File: src/rtl/dcpu_perf_mon_pkg.sv
`default_nettype none
// ============================================================================
//  Module   : dcpu_perf_pkg
//  Brief    : Shared encodings for the dcpu performance monitor: FSM states,
//             readout select codes, counter slot indices, stream constants.
//  Revision : 1.0 - initial release
// ============================================================================
package dcpu_perf_pkg;

    // Monitor states; the encoding is visible on the state port and in the
    // status readout word.
    typedef enum logic [1:0] {
        ST_IDLE = 2'd0,
        ST_RUN  = 2'd1,
        ST_HALT = 2'd2
    } state_e;

    // Readout select codes; values 6 and 7 read as zero.
    localparam logic [2:0] SEL_CYCLE  = 3'd0;
    localparam logic [2:0] SEL_NOP    = 3'd1;
    localparam logic [2:0] SEL_INSTR  = 3'd2;
    localparam logic [2:0] SEL_STALL  = 3'd3;
    localparam logic [2:0] SEL_REDIR  = 3'd4;
    localparam logic [2:0] SEL_STATUS = 3'd5;

    // Slot of each event counter in the counter bank.
    localparam int CNT_CYCLE = 0;
    localparam int CNT_NOP   = 1;
    localparam int CNT_INSTR = 2;
    localparam int CNT_STALL = 3;
    localparam int CNT_REDIR = 4;
    localparam int NUM_CNT   = 5;

    // An all-zero instruction word is a bubble; sequential flow steps by 4.
    localparam logic [31:0] NOP_INSTR = 32'h0000_0000;
    localparam logic [31:0] PC_STEP   = 32'd4;

endpackage
`default_nettype wire

File: src/rtl/dcpu_perf_mon_if.sv
`default_nettype none
// ============================================================================
//  Module   : dcpu_perf_mon_if
//  Brief    : Sample stream, control and readout bundle of the performance
//             monitor. The stream source / host side is the master.
//  Revision : 1.0 - initial release
// ============================================================================
interface dcpu_perf_mon_if;

    logic        en;
    logic        clr;
    logic [31:0] instr;
    logic [31:0] pc;
    logic [2:0]  sel;
    logic [31:0] rdata;
    logic [1:0]  state;
    logic        halted;
    logic        overflow;

    modport master (
        output en, clr, instr, pc, sel,
        input  rdata, state, halted, overflow
    );

    modport slave (
        input  en, clr, instr, pc, sel,
        output rdata, state, halted, overflow
    );

endinterface
`default_nettype wire

File: src/rtl/dcpu_perf_mon_sat_counter.sv
`default_nettype none
// ============================================================================
//  Module   : sat_counter
//  Brief    : W-bit event counter that sticks at all-ones. sat reports the
//             counter is full so the parent can flag a lost increment.
//  Revision : 1.0 - initial release
// ============================================================================
module sat_counter #(
    parameter int W = 32
) (
    input  wire logic         clk,
    input  wire logic         rst,
    input  wire logic         clr,
    input  wire logic         inc,
    output logic [W-1:0]      q,
    output logic              sat
);

    logic [W-1:0] r_q;

    assign q   = r_q;
    assign sat = &r_q;

    // Count up on inc unless already full; clear wins over inc.
    always_ff @(posedge clk) begin
        if (!rst) begin
            r_q <= '0;
        end else if (clr) begin
            r_q <= '0;
        end else if (inc && !sat) begin
            r_q <= r_q + 1'b1;
        end
    end

endmodule
`default_nettype wire

File: src/rtl/dcpu_perf_mon.sv
`default_nettype none
// ============================================================================
//  Module   : dcpu_perf_mon
//  Brief    : Performance monitor on the committed instr/pc stream. Counts
//             cycles, NOPs, instructions, stalls and redirects, detects a
//             stuck PC as halt, and offers one counter on a registered port.
//  Revision : 1.0 - initial release
// ============================================================================
module dcpu_perf_mon
    import dcpu_perf_pkg::*;
#(
    parameter int CNT_W    = 32,
    parameter int HALT_CYC = 16
) (
    input  wire logic        clk,
    input  wire logic        rst,
    dcpu_perf_mon_if.slave   bus
);

    localparam int c_run_w = $clog2(HALT_CYC + 1);
    localparam int c_ext_w = (CNT_W > 32) ? CNT_W : 32;

    state_e             r_state;
    state_e             w_state_nxt;
    logic [31:0]        r_prev_pc;
    logic               r_prev_valid;
    logic [c_run_w-1:0] r_run;
    logic               r_overflow;
    logic [31:0]        r_rdata;

    logic               w_count;
    logic               w_halt_exit;
    logic               w_same_pc;
    logic               w_seq_pc;
    logic               w_run_last;
    logic [NUM_CNT-1:0] w_inc;
    logic [NUM_CNT-1:0] w_sat;
    logic [CNT_W-1:0]   w_cnt [NUM_CNT];
    logic [31:0]        w_sel_val;

    // Zero-extend or truncate a counter value to the 32-bit readout.
    function automatic logic [31:0] fit32(input logic [CNT_W-1:0] v);
        logic [c_ext_w-1:0] t;
        t = c_ext_w'(v);
        return t[31:0];
    endfunction

    assign w_same_pc  = (bus.pc == r_prev_pc);
    assign w_seq_pc   = (bus.pc == r_prev_pc + PC_STEP);
    // This stall completes the run of equal PCs that declares a halt.
    assign w_run_last = ((int'(r_run) + 1) == HALT_CYC);

    // State register.
    always_ff @(posedge clk) begin
        if (!rst) begin
            r_state <= ST_IDLE;
        end else begin
            r_state <= w_state_nxt;
        end
    end

    // Next state and per-cycle sampling decisions; clr overrides everything.
    always_comb begin
        w_state_nxt = r_state;
        w_count     = 1'b0;
        w_halt_exit = 1'b0;
        case (r_state)
            ST_IDLE: begin
                if (bus.en) begin
                    w_state_nxt = ST_RUN;
                end
            end
            ST_RUN: begin
                if (!bus.en) begin
                    w_state_nxt = ST_IDLE;
                end else begin
                    w_count = 1'b1;
                    if (r_prev_valid && w_same_pc && w_run_last) begin
                        w_state_nxt = ST_HALT;
                    end
                end
            end
            ST_HALT: begin
                if (!bus.en) begin
                    w_state_nxt = ST_IDLE;
                end else if (!w_same_pc) begin
                    w_state_nxt = ST_RUN;
                    w_halt_exit = 1'b1;
                end
            end
            default: begin
                w_state_nxt = ST_IDLE;
            end
        endcase
        if (bus.clr) begin
            w_state_nxt = ST_IDLE;
            w_count     = 1'b0;
            w_halt_exit = 1'b0;
        end
    end

    // Event classification of the sampled cycle.
    assign w_inc[CNT_CYCLE] = w_count;
    assign w_inc[CNT_NOP]   = w_count && (bus.instr == NOP_INSTR);
    assign w_inc[CNT_INSTR] = w_count && (bus.instr != NOP_INSTR);
    assign w_inc[CNT_STALL] = w_count && r_prev_valid && w_same_pc;
    assign w_inc[CNT_REDIR] = w_count && r_prev_valid && !w_same_pc && !w_seq_pc;

    generate
        for (genvar i = 0; i < NUM_CNT; i++) begin : g_cnt
            sat_counter #(
                .W (CNT_W)
            ) u_cnt (
                .clk (clk),
                .rst (rst),
                .clr (bus.clr),
                .inc (w_inc[i]),
                .q   (w_cnt[i]),
                .sat (w_sat[i])
            );
        end
    endgenerate

    // PC history, stall run length and sticky overflow.
    always_ff @(posedge clk) begin
        if (!rst) begin
            r_prev_pc    <= '0;
            r_prev_valid <= 1'b0;
            r_run        <= '0;
            r_overflow   <= 1'b0;
        end else if (bus.clr) begin
            r_prev_valid <= 1'b0;
            r_run        <= '0;
            r_overflow   <= 1'b0;
        end else begin
            if (|(w_inc & w_sat)) begin
                r_overflow <= 1'b1;
            end
            if (w_count) begin
                r_prev_pc    <= bus.pc;
                r_prev_valid <= 1'b1;
                r_run        <= (r_prev_valid && w_same_pc) ? r_run + 1'b1 : '0;
            end else if (w_halt_exit) begin
                // Resume from the new PC so the next cycle classifies
                // against it.
                r_prev_pc    <= bus.pc;
                r_prev_valid <= 1'b1;
                r_run        <= '0;
            end else if (!bus.en) begin
                r_prev_valid <= 1'b0;
                r_run        <= '0;
            end
        end
    end

    // Readout source selection.
    always_comb begin
        w_sel_val = '0;
        case (bus.sel)
            SEL_CYCLE:  w_sel_val = fit32(w_cnt[CNT_CYCLE]);
            SEL_NOP:    w_sel_val = fit32(w_cnt[CNT_NOP]);
            SEL_INSTR:  w_sel_val = fit32(w_cnt[CNT_INSTR]);
            SEL_STALL:  w_sel_val = fit32(w_cnt[CNT_STALL]);
            SEL_REDIR:  w_sel_val = fit32(w_cnt[CNT_REDIR]);
            SEL_STATUS: w_sel_val = {28'b0, r_state, 1'b0, r_overflow};
            default:    w_sel_val = '0;
        endcase
    end

    // Registered readout, one cycle behind sel.
    always_ff @(posedge clk) begin
        if (!rst) begin
            r_rdata <= '0;
        end else begin
            r_rdata <= w_sel_val;
        end
    end

    assign bus.rdata    = r_rdata;
    assign bus.state    = r_state;
    assign bus.halted   = (r_state == ST_HALT);
    assign bus.overflow = r_overflow;

endmodule
`default_nettype wire

File: src/flat_wrapper.sv
// flat-port wrapper written by rule: the top's interface ports become plain ports
module dcpu_perf_mon_flat import dcpu_perf_pkg::*;
#(
    parameter int CNT_W    = 32,
    parameter int HALT_CYC = 16
)
  (clk, rst, bus_en, bus_clr, bus_instr, bus_pc, bus_sel, bus_rdata, bus_state, bus_halted, bus_overflow);
  dcpu_perf_mon_if bus_i ();
  input  wire logic clk;
  input  wire logic rst;
  input wire logic [$bits(bus_i.en)-1:0] bus_en;
  input wire logic [$bits(bus_i.clr)-1:0] bus_clr;
  input wire logic [$bits(bus_i.instr)-1:0] bus_instr;
  input wire logic [$bits(bus_i.pc)-1:0] bus_pc;
  input wire logic [$bits(bus_i.sel)-1:0] bus_sel;
  output wire logic [$bits(bus_i.rdata)-1:0] bus_rdata;
  output wire logic [$bits(bus_i.state)-1:0] bus_state;
  output wire logic [$bits(bus_i.halted)-1:0] bus_halted;
  output wire logic [$bits(bus_i.overflow)-1:0] bus_overflow;
  assign bus_i.en = bus_en;
  assign bus_i.clr = bus_clr;
  assign bus_i.instr = bus_instr;
  assign bus_i.pc = bus_pc;
  assign bus_i.sel = bus_sel;
  assign bus_rdata = bus_i.rdata;
  assign bus_state = bus_i.state;
  assign bus_halted = bus_i.halted;
  assign bus_overflow = bus_i.overflow;
  dcpu_perf_mon #(.CNT_W(CNT_W), .HALT_CYC(HALT_CYC)) u_core (.clk(clk), .rst(rst), .bus(bus_i));
endmodule
File: config.mk
export PLATFORM = sky130hd
export DESIGN_NAME = dcpu_perf_mon_flat
export DESIGN_NICKNAME = d
export VERILOG_FILES = /design/src/rtl/dcpu_perf_mon_pkg.sv /design/src/rtl/dcpu_perf_mon_if.sv /design/src/rtl/dcpu_perf_mon_sat_counter.sv /design/src/rtl/dcpu_perf_mon.sv /design/src/flat_wrapper.sv
export SDC_FILE = /design/constraint.sdc
export NUM_CORES = 1
export LEC_CHECK = 0
export BUFFER_PORTS_ARGS = -buffer_cell sky130_fd_sc_hd__clkbuf_2
export CORE_MARGIN = 4
export CORE_UTILIZATION = 50
export CTS_BUF_LIST = sky130_fd_sc_hd__clkbuf_8
export DETAILED_ROUTE_END_ITERATION = 8
export GPL_TIMING_DRIVEN = 0
export PLACE_DENSITY_LB_ADDON = 0.2
export SETUP_SLACK_MARGIN = 0.02
export SLEW_MARGIN = 25
export SYNTH_ARGS = -nofsm -noshare
export SYNTH_HDL_FRONTEND = slang
export SYNTH_SLANG_ARGS = --single-unit
File: constraint.sdc
create_clock -name clk -period 4 [get_ports clk]
set_input_delay 0.8 -clock clk [delete_from_list [all_inputs] [get_ports clk]]
set_output_delay 0.8 -clock clk [all_outputs]
set_load 0.05 [all_outputs]
==> metrics.yaml, run 1 <==
synth_top_area_cell: "dfxtp_1"
synth_async_sr_flop_share: 0
drtAntennaViolNets: 0
die_x_microns: 166
synth_edf_count: 0
final_area_sq_um: 14300
layout.nets: 1708
slew_headroom: 0.346
hold_class: "register to register"
cap_viol_max_count: 0
peakVddDrop_v: 0.000313
rows: 57
synth-seq-area-share: 0.374
coreArea_sq_um: 24500
power.density_nw_per_um2: 339
layout_commonest_cell: "dfxtp_1"
overflow: 0
clk_root_buffer_cell: "clkbuf_8"
r2r_setup_slack_ps: 480
muxShareOfSynthArea: 0.0829
global_route.usage.met1: 0.378
place.gp.congestion: 0.951
antenna_found_initial: 0
power_mw: 4.84
via_count: 11700
hold_end: "u_core.r_prev_valid"
use_met2: 0.396
holdPathStages: 2
worstSetupEndpointType: "register"
clkLatencyLatePin_ps: 550
cts_buffer_depth: 3
cts_made_buffers: 41
start_util: 0.510
fin_util: 0.583
grt_max_degree: 12
first_iter_violations: 1353
grt_first_pass_wirelength_microns: 58800
drive_gt1_frac: 0.131
cp_slowest_cell: "nor3_1"
yosysTopAreaCellShare: 0.374
rsz0062_at_grt: "no"
setup-tns-final_ps: 0
synth.distinct_cells: 69
hold_start: "u_core.r_prev_valid"
post_cts_buffers: 0
cp_max_fo: 10
grt_busiest_layer: "met2"
timing.rr.end: "u_core.g_cnt[3].u_cnt.q[15]"
cts_tree: "done"
grt_pass1_vias: 10900
die_h_microns: 166
htreeDepth: 2
start_kind: "register"
synth_compound_area_frac: 0.0869
dpl_cell_area_sq_um: 13400
port_buffers: 104
avgSynthCellArea_sq_um: 8.42
fin_ws_ps: 476
fmax_mhz: 284
mostFrequentLayoutCells: "233 x dfxtp_1, 195 x nor2_1, 116 x nand2_1"
drc: 0
syn_nets: 1561
hold_buffers: 0
worst-setup-path-type: "register to register"
slew_viol_final: 0
synth_seq_cells: 233
clock-sinks: 233
synth_xor_area_frac: 0.107
path_cells: "buf_2, xor2_1, or4_1, nor3_1, nand4_1, nor3_1, buf_2, nand3_1, or2_2, a21oi_1"
place_hpwl_microns: 28100
clkTransAtPathRegs_ps: 60
status: "complete, no violations"
critPathArrivalTime_ps: 4000
synth-main-ff-cell: "dfxtp_1"
cp.required_ps: 4480
dr.pass1.iters: 6
antennaDiodeCount: 0
synth_top_family_by_area: "simple AND/OR/NAND/NOR gates"
totalWireLength_microns: 37100
fp.dieArea_sq_um: 27500
place_inst: 1910
cts_resized: 0
synthCells: 1482
place_ws_ps: 17.3
power_leakage_nw: 5.12
met3_usage: 0.0448
ys.warnings.count: 0
worst_pin_slew_ps: 972
area_growth_syn_to_layout_pct: 14.3
finalSetupViolations: 0
hold_slack_ps: 483
fin_crit_sh: 0.881
vias_per_cell: 5.88
fin_skew_ps: 24.1
finalNonFillerCells: 1982
hold_violations: 0
synthSimpleGateAreaFrac: 0.307
syn-cell-area_sq_um: 12500
track_usage: 0.260
timing.rr.start: "u_core.r_prev_pc[6]"
netlist_top_cells_area: "dfxtp_1 37%, mux2i_1 6.1%, nor2_1 5.9%, xor2_1 5.5%, xnor2_1 5.2%"
post-route-min-period_ps: 3520
io_pins: 107
synth_fa_ha_area_frac: 0.00802
reg2reg_depth: 10
cpPeakStageDelay_ps: 670
routedWlPerCell_microns: 18.7
worst max-delay path: cells and delay by family, from the launching register on:
| family | cells | cell delay [ps] |
|---|---|---|
| AOI/OAI and AO/OA | 1 | 130 |
| xor gates and xnor gates | 1 | 230 |
| buffers and inverters | 2 | 530 |
| DFF | 1 | 290 |
| and+or+nand+nor | 6 | 2280 |
cell type report:
| cell class | instances | area [sq um] |
|---|---|---|
| Buffer | 82 | 355 |
| Clock inverter | 16 | 76.3 |
| Clock buffer | 56 | 771 |
| Timing Repair Buffer | 104 | 520 |
| Inverter | 21 | 78.8 |
| Tap cell | 324 | 405 |
| Sequential cell | 233 | 4660 |
| Multi-Input combinational cell | 1146 | 7390 |
| Fill cell | 2231 | 10200 |
synth_stat cells (all sizes together) (7+ instances only):
library cell  number
nor2b             48
a221oi            14
mux2i             76
buf               20
mux2              12
or4               12
nor2             195
nor3              35
and4              23
a22oi             13
a222oi            11
nand2b            30
nand2            117
o21a               7
nand3             75
or3               25
inv               21
nand4             59
xnor2             74
dfxtp            233
o21ai             34
xor2              78
and2              12
o31ai              9
nor4              45
clkbuf            62
and3              38
ha                 8
a21oi             40
how the worst max path moves through the flow:
stage / from / end / slack [ps] / depth (start not counted)
floorplan: bus_pc[23] / u_core.g_cnt[3].u_cnt.q[15] / 950 / 9
global placement: bus_pc[12] / u_core.g_cnt[3].u_cnt.q[15] / -20 / 10
detailed placement: bus_pc[12] / u_core.g_cnt[3].u_cnt.q[15] / 20 / 10
CTS: u_core.r_prev_pc[6] / u_core.g_cnt[3].u_cnt.q[15] / 490 / 10
global route: u_core.r_prev_pc[6] / u_core.g_cnt[3].u_cnt.q[15] / 360 / 10
finish: u_core.r_prev_pc[6] / u_core.g_cnt[3].u_cnt.q[15] / 480 / 10
power by group:
group          internal [mW]  switching, mW  total (mW)
Clock                   1.25           1.00        2.25
Sequential              2.33        0.00599        2.33
Combinational         0.0879          0.170       0.258
kinds of logic after synthesis:
kind of cell | Yosys count
flops | 233
xor+xnor | 152
fa+ha+maj | 8
compound gates | 159
simple gates | 733
buf+inv | 103
mux | 94
registers in the layout (all words and copies together), names as in the netlist:
signal,flops
u_core.bus.rdata,32
u_core.r_run,5
u_core.bus.state,2
u_core.r_prev_valid,1
u_core.g_cnt.u_cnt.q,160
u_core.bus.overflow,1
u_core.r_prev_pc,32
metal layers:
layer  part of all wire  routed length [microns]
met1               0.45                    16800
met2               0.43                    16100
met3              0.088                     3250
met4              0.025                      923
met5                  0                        0
(Power assumes the default switching activity.)
==> run 2: changes to the inputs <==
RECOVER_POWER = 25   (was not set)
==> run 2 against run 1 <==
  * Sequential power about the same
  * Register-to-register slack worse by 160 ps
  * Utilization down 0.22 points
  * Sequential share of layout area up 0.12 points
  * Critical path type unchanged
  * Cell area down 0.38%
  * Highest routed layer unchanged
  * Combinational power about the same
  * Clock power about the same
  * Critical path depth unchanged
==> metrics.yaml, run 2 (synthesis gave the netlist of run 1 again) <==
post-route-min-period_ps: 3680  # +159 ps
first_iter_violations: 1284  # -5.1%
cp_slowest_cell: "nor3_1"
critPathArrivalTime_ps: 4160  # +160 ps
hold_violations: 0  # unchanged
finalNonFillerCells: 1982  # unchanged
power.density_nw_per_um2: 341  # +0.36%
overflow: 0  # unchanged
cpMostUsedCell: "nor3_1"
io_pins: 107  # unchanged
routedWlPerCell_microns: 18.8  # about the same
worst_pin_slew_ps: 1250  # +281 ps
largest_register_ffs: 160  # unchanged
slew_headroom: 0.157  # -0.189
place_hpwl_microns: 28100  # unchanged
status: "complete, no violations"
clkTransAtPathRegs_ps: 60  # about the same
cp_max_fo: 10  # unchanged
mostFrequentLayoutCells: "233 x dfxtp_1, 195 x nor2_1, 116 x nand2_1"
antennaDiodeCount: 0  # unchanged
antenna_found_initial: 0  # unchanged
grt_first_pass_wirelength_microns: 58800  # unchanged
slew_viol_final: 0  # unchanged
grt_pass1_vias: 10900  # unchanged
cp.required_ps: 4480  # about the same
fmax_mhz: 272  # -4.3%
layout.nets: 1708  # unchanged
path_cells: "clkbuf_1, xor2_1, or4_1, nor3_1, nand4_1, nor3_1, buf_2, nand3_1, or2_2, a21oi_1"
power_leakage_nw: 4.98  # -2.6%
n_fill_cell: 2260  # +1.3%
cts_buffer_depth: 3  # unchanged
via_count: 11700  # +0.23%
post_cts_buffers: 0  # unchanged
comb_power_share: 0.053  # about the same
fin_crit_sh: 0.921  # +0.0398
die_x_microns: 166  # unchanged
place.gp.congestion: 0.951  # unchanged
drc: 0  # unchanged
track_usage: 0.260  # unchanged
netSwitchingPower_mw: 1.18  # about the same
start_util: 0.510  # unchanged
finalSetupViolations: 0  # unchanged
rows: 57  # unchanged
power_mw: 4.84  # about the same
die_h_microns: 166  # unchanged
totalWireLength_microns: 37200  # about the same
p_seq_frac: 0.482  # about the same
cap_viol_max_count: 0  # unchanged
dr.pass1.iters: 6  # unchanged
drive_gt1_frac: 0.108  # -0.0235
worst-setup-path-type: "register to register"
layout_commonest_cell: "dfxtp_1"
rsz0062_at_grt: "no"
area_growth_syn_to_layout_pct: 13.9
cpPeakStageDelay_ps: 680  # about the same
cts_resized: 0  # unchanged
port_buffers: 104  # unchanged
fp.dieArea_sq_um: 27500  # unchanged
internal-power_mw: 3.66  # about the same
clkPwrFrac: 0.465  # about the same
drtAntennaViolNets: 0  # unchanged
cts_tree: "done"
clk_root_buffer_cell: "clkbuf_8"
start_kind: "register"
cp_top_family: "simple AND/OR/NAND/NOR gates"
coreArea_sq_um: 24500  # unchanged
peakVddDrop_v: 0.000315  # +0.33%
switching_share: 0.244  # about the same
hold_buffers: 0  # unchanged
path_buf_inv: 2  # unchanged
grt_max_degree: 12  # unchanged
place_inst: 1910  # unchanged
vias_per_cell: 5.89  # +0.23%
htreeDepth: 2  # unchanged
hold_class: "register to register"
worstSetupEndpointType: "register"
fin_skew_ps: 24.6  # +0.499 ps
clock-sinks: 233  # unchanged
cts_made_buffers: 41  # unchanged
clkLatencyLatePin_ps: 560  # about the same
==> run 2: cell types whose count changed in the layout (fill, tap and decap cells not counted) <==
cell,before,now
clkbuf_1,62,101
buf_1,2,1
clkbuf_2,104,67
nor4_1,41,42
nor4_2,4,3
buf_2,11,10
==> run 2: power groups by stage <==
stage | combinational, mW | clock (mW) | sequential, mW
2_1_floorplan | 0.144 | 0 | 2.38
3_3_place_gp | 0.251 | 0 | 2.38
3_5_place_dp | 0.253 | 0 | 2.38
4_1_cts | 0.255 | 2.29 | 2.33
5_1_grt | 0.277 | 2.40 | 2.33
6_report | 0.257 | 2.25 | 2.33
==> run 2: metal layers <==
metal  global-route usage  wire [microns]
met4               0.0746             881
met2                0.396           16000
met1                0.378           16800
met5                    0               0
met3               0.0448            3480
==> run 2: final timing paths <==
path,from,to,slack [ps],cells past startpoint
setup / recovery,u_core.r_prev_pc[6],u_core.g_cnt[3].u_cnt.q[15],320,10
hold reg to reg,u_core.r_prev_valid,u_core.r_prev_valid,490,2
setup reg to reg,u_core.r_prev_pc[6],u_core.g_cnt[3].u_cnt.q[15],320,10
hold / removal,u_core.r_prev_valid,u_core.r_prev_valid,490,2
==> run 2: per-stage QoR <==
stage	area, sq um	hold slack (ps)	util	setup WS, ps	setup TNS, ps
floorplan	12500	450	-	945	0
global placement	13400	460	0.548	-19.7	-19.7
detailed placement	13400	472	0.548	17.3	0
CTS	14300	481	0.583	486	0
global route	14200	509	0.581	216	0
finish	14200	486	0.581	317	0
==> run 2: area by class of cell <==
type                    count  area, sq um  area share
flip-flops and latches    233         4660       0.328
well taps                 324          405      0.0285
multi-input cells        1146         7390       0.520
repair buffers            104          474      0.0334
clock buffers              56          771      0.0542
inverters                  21         78.8     0.00555
plain buffers              82          354      0.0249
clock inverters            16         76.3     0.00537
==> run 2: worst register-to-register path, stage by stage, from the launching register on <==
cell and delay, ps:
dfxtp_1 300, clkbuf_1 280, xor2_1 220, or4_1 560, nor3_1 370, nand4_1 290
nor3_1 680, buf_2 380, nand3_1 130, or2_2 290, a21oi_1 130
